--- src/rtl/mul_arbiter.sv ---
// Two-requester arbiter sharing one operand pair and one product register; fixed 4-state walk
// IDLE->LOAD->MULTIPLY->DISPLAY, round-robin pointer on contention, no request queueing.
module mul_arbiter #(
   parameter int p_data_width = 7
) (
   input  logic                      i_w_clk,
   input  logic                      i_w_reset,
   input  logic                      i_w_req0,
   input  logic                      i_w_req1,
   input  logic [p_data_width-1:0]   i_w_a0,
   input  logic [p_data_width-1:0]   i_w_b0,
   input  logic [p_data_width-1:0]   i_w_a1,
   input  logic [p_data_width-1:0]   i_w_b1,
   output logic                      o_w_grant0,
   output logic                      o_w_grant1,
   output logic                      o_w_done0,
   output logic                      o_w_done1,
   output logic [2*p_data_width-1:0] o_w_out,
   output logic                      o_w_busy,
   output logic [7:0]                o_w_ops_count
);

   typedef enum logic [1:0] {
      IDLE     = 2'd0,
      LOAD     = 2'd1,
      MULTIPLY = 2'd2,
      DISPLAY  = 2'd3
   } state_t;

   state_t                    state, state_nxt;
   logic                      sel, sel_nxt;
   logic                      ptr;
   logic [p_data_width-1:0]   reg_a, reg_b;
   logic [2*p_data_width-1:0] reg_c;
   logic [7:0]                ops_count;

   always_ff @(posedge i_w_clk) begin
      if (i_w_reset) state <= IDLE;
      else           state <= state_nxt;
   end

   always_comb begin
      state_nxt = state;
      sel_nxt   = sel;
      case (state)
         IDLE: begin
            if (i_w_req0 || i_w_req1) begin
               state_nxt = LOAD;
               // ptr only breaks ties; a lone requester always wins
               sel_nxt   = (i_w_req0 && i_w_req1) ? ptr : i_w_req1;
            end
         end
         LOAD:     state_nxt = MULTIPLY;
         MULTIPLY: state_nxt = DISPLAY;
         DISPLAY:  state_nxt = IDLE;
         default:  state_nxt = IDLE;
      endcase
   end

   always_ff @(posedge i_w_clk) begin
      if (i_w_reset) begin
         sel       <= 1'b0;
         ptr       <= 1'b0;
         reg_a     <= '0;
         reg_b     <= '0;
         reg_c     <= '0;
         ops_count <= '0;
      end else begin
         sel <= sel_nxt;
         case (state)
            LOAD: begin
               reg_a <= sel ? i_w_a1 : i_w_a0;
               reg_b <= sel ? i_w_b1 : i_w_b0;
            end
            MULTIPLY: reg_c <= (2*p_data_width)'(reg_a) * (2*p_data_width)'(reg_b);
            DISPLAY: begin
               ops_count <= ops_count + 8'd1;
               ptr       <= ~sel;
            end
            default: ;
         endcase
      end
   end

   assign o_w_busy      = (state != IDLE);
   assign o_w_grant0    = o_w_busy & ~sel;
   assign o_w_grant1    = o_w_busy & sel;
   assign o_w_done0     = (state == DISPLAY) & ~sel;
   assign o_w_done1     = (state == DISPLAY) & sel;
   assign o_w_out       = (state == DISPLAY) ? reg_c : '0;
   assign o_w_ops_count = ops_count;

endmodule

--- config.mk ---
export PLATFORM = sky130hd
export DESIGN_NAME = mul_arbiter
export DESIGN_NICKNAME = d
export VERILOG_FILES = /design/src/rtl/mul_arbiter.sv
export SDC_FILE = /design/constraint.sdc
export NUM_CORES = 1
export LEC_CHECK = 0
export BUFFER_PORTS_ARGS = -buffer_cell sky130_fd_sc_hd__clkbuf_2
export CAP_MARGIN = 20
export CORE_ASPECT_RATIO = 0.5
export CORE_UTILIZATION = 35
export DETAILED_ROUTE_END_ITERATION = 8
export MAX_ROUTING_LAYER = met4
export SLEW_MARGIN = 20
export SYNTH_ARGS = -nofsm -noshare
export SYNTH_HDL_FRONTEND = slang
export SYNTH_SLANG_ARGS = --single-unit
--- constraint.sdc ---
create_clock -name i_w_clk -period 8.4 [get_ports i_w_clk]
set_input_delay 0.84 -clock i_w_clk [delete_from_list [all_inputs] [get_ports i_w_clk]]
set_output_delay 0.84 -clock i_w_clk [all_outputs]
set_load 0.01 [all_outputs]
==> reports/metrics.yaml <==
diodes: 0
coreArea_um2: 8919
top_level_ports: 59
ant_nets: 0
tightest_slew_ns: 0.9360
antenna_found_initial: 0
hold_path_class: "register to register"
viasPerCell: 4.821
rsz0062_at_grt: "no"
setup_viol: 0
final_common_cell: "clkbuf_2"
grt_pass1_vias: 2387
tns_ns: 0
cts_hold_buf: 0
ys_seq_area_share_pct: 24.24
layout_common_cells: "clkbuf_2, and2_1, dfxtp_1"
wl_per_cell_um: 12.96
vias: 2589
arrival_ns: 4.57
cts_buffer_depth: 2
drc: 0
clock_latency_ns: 0.29
die_h_um: 70.70
reg2reg_setup_slack_ns: 3.99
startpoint: "reg_b[6]"
clock-sinks: 40
grt.total_usage_pct: 15.49
skew_ns: 0.006215
worst-path-stages: 14
fp.dieW_um: 139.4
dieArea_um2: 9854
syn2layout_area_growth_pct: 16.78
status: "finished clean"
grt_overflow: 0
crit_fanout: 8
grtUsageMet3_pct: 4.265
cts_tree: "done"
p_total_mw: 0.8940
maxSlewHeadroom_pct: 37.52
wl_um: 6958
reg2reg_to: "reg_c[13]"
worstReg2RegStart: "reg_b[6]"
worstSetupPathType: "register to register"
root_buffer: "clkbuf_16"
synth_area_um2: 3303
place_hpwl_um: 5411
port_buffers: 58
pwr_density_cell_nw_per_um2: 231.8
final.period_utilization_pct: 52.53
crit_path_max_incr_delay_ns: 0.56
postSynthCellCount: 369
start_util_pct: 37.04
ir_drop_mv: 0.1323
drive_above_1_share_pct: 16.90
htreeDepth: 2
dp_slack_ns: 3.986
cpMostUsedCell: "fa_1"
met1_usage_pct: 21.69
synth_cell_type_count: 39
avgSynthCellArea_um2: 8.952
cts_resized: 0
ys_warn_count: 0
clkSlewWorstSetupHoldPaths_ns: 0.06
fin_crit_ns: 4.413
drv_slew: 0
path_buf_inv: 3
setup_ws_ns: 3.987
fin_nets: 512
p_leak_nw: 1.850
syn_nets: 462
fmax_mhz: 226.6
first_pass_iters: 4
end_kind: "register"
num_rows: 24
whs_ns: 0.4415
post-cts-setup-buffers: 0
grt_pass1_wl_um: 11640
initialDrtViolationCount: 78
start_kind: "register"
top_usage_layer: "met2"
placed_area_um2: 3680
fillers: 860
numCtsBuffers: 5
required_ns: 8.56
place_congestion: 0.8126
ys_seq_elements: 40
crit_chain: "nand2_1, fa_1, fa_1, inv_1, fa_1, inv_1, fa_1, inv_1, ha_1, o211ai_1, o21ai_2, a31oi_2, o41ai_1, a211oi_1"
grt_start_max_net_pins: 45
cp_slowest_cell: "fa_1"
maxCapViolations: 0
finalHoldViolations: 0
rr_worst_depth: 14
critical-path-top-delay-family: "adder cells"
final_cell_area_um2: 3857
timing.critical_path.to: "reg_c[13]"
use_met2_pct: 22.00
[worst min-delay path by stage]
stage | start | endpoint | cells after the start
final | reg_c[11] | reg_c[11] | 2
after global routing | reg_c[11] | reg_c[11] | 2
after CTS | reg_c[11] | reg_c[11] | 2
after detailed placement | reg_c[11] | reg_c[11] | 2
after global placement | reg_c[11] | reg_c[11] | 2
after floorplan | reg_c[11] | reg_c[11] | 2
[synthesized netlist by cell type]
master	n	share of area [%]
xnor2_1	6	1.6
a21o_1	2	0.45
o22ai_1	3	0.57
nor3_1	2	0.30
o21bai_1	2	0.45
buf_2	6	0.91
mux2i_1	20	6.1
and3_1	1	0.19
o41ai_1	1	0.27
a31oi_2	1	0.38
o21ai_0	4	0.61
a211oi_1	17	3.9
nor2b_1	2	0.38
xor2_1	7	1.9
clkbuf_1	8	0.91
nand4b_1	1	0.27
a32oi_1	1	0.27
o211ai_2	1	0.38
nand3_1	5	0.76
o21ai_1	4	0.61
dfxtp_1	40	24
inv_1	25	2.8
or4_4	1	0.34
mux2_1	1	0.34
a311oi_1	1	0.27
or3_1	2	0.38
a21oi_1	13	2.0
nand4_1	4	0.76
o21ai_2	1	0.27
nand2b_1	3	0.57
a41oi_1	2	0.53
nor2_1	33	3.8
buf_1	2	0.23
nand2_1	33	3.8
fa_1	24	15
a21boi_1	1	0.23
ha_1	37	14
and2_1	50	9.5
o211ai_1	2	0.45
[registers in the layout (all words and copies together) (netlist names)]
name	cells
reg_c	14
o_w_ops_count	8
reg_a	7
reg_b	7
state	2
ptr	1
sel	1
[routing by layer]
layer	up-vias	wire [um]
met5	-	0
met4	0	56
met3	5	208
met2	34	2881
met1	1202	3811
li1	1348	-
[power breakdown]
| group | leakage, nW | internal [mW] | switching (mW) |
|---|---|---|---|
| sequential | 0.326 | 0.231 | 0.0647 |
| clock | 0.0871 | 0.149 | 0.0825 |
| combinational | 1.44 | 0.157 | 0.210 |
[stage by stage]
stage                     util (%)  cells
final                        43.25    537
after global placement       41.26    529
after detailed placement     41.26    529
after global routing         43.25    537
after floorplan                  -    369
after CTS                    43.25    537
[worst register-to-register path: cells and delay by family, from the launching register on]
family	cells	cell delay, ns
flops	1	0.47
simple gates	1	0.13
fa+ha+maj	5	2.50
compound gates	5	1.01
buf+inv	3	0.15
[area by class of cell]
class	instances	area, um^2	share of cell area (%)
clock buffers	6	138.9	3.600
clock inverters	2	38.79	1.006
inverters	25	93.84	2.433
multi-input cells	288	2341	60.69
flip-flops and latches	40	800.8	20.76
well taps	117	146.4	3.795
repair buffers	59	297.8	7.720
[kinds of logic after synthesis]
kind of cell             count (synthesis)  synth area share (%)
AND/OR/NAND/NOR                        137                 20.91
adder cells (fa/ha/maj)                 61                 28.56
AO/OA/AOI/OAI                           56                 11.55
buffers and inverters                   41                 4.887
flip-flops                              40                 24.24
multiplexers                            21                 6.401
XOR/XNOR                                13                 3.447
Note: power is estimated with default switching activity, not from simulation.
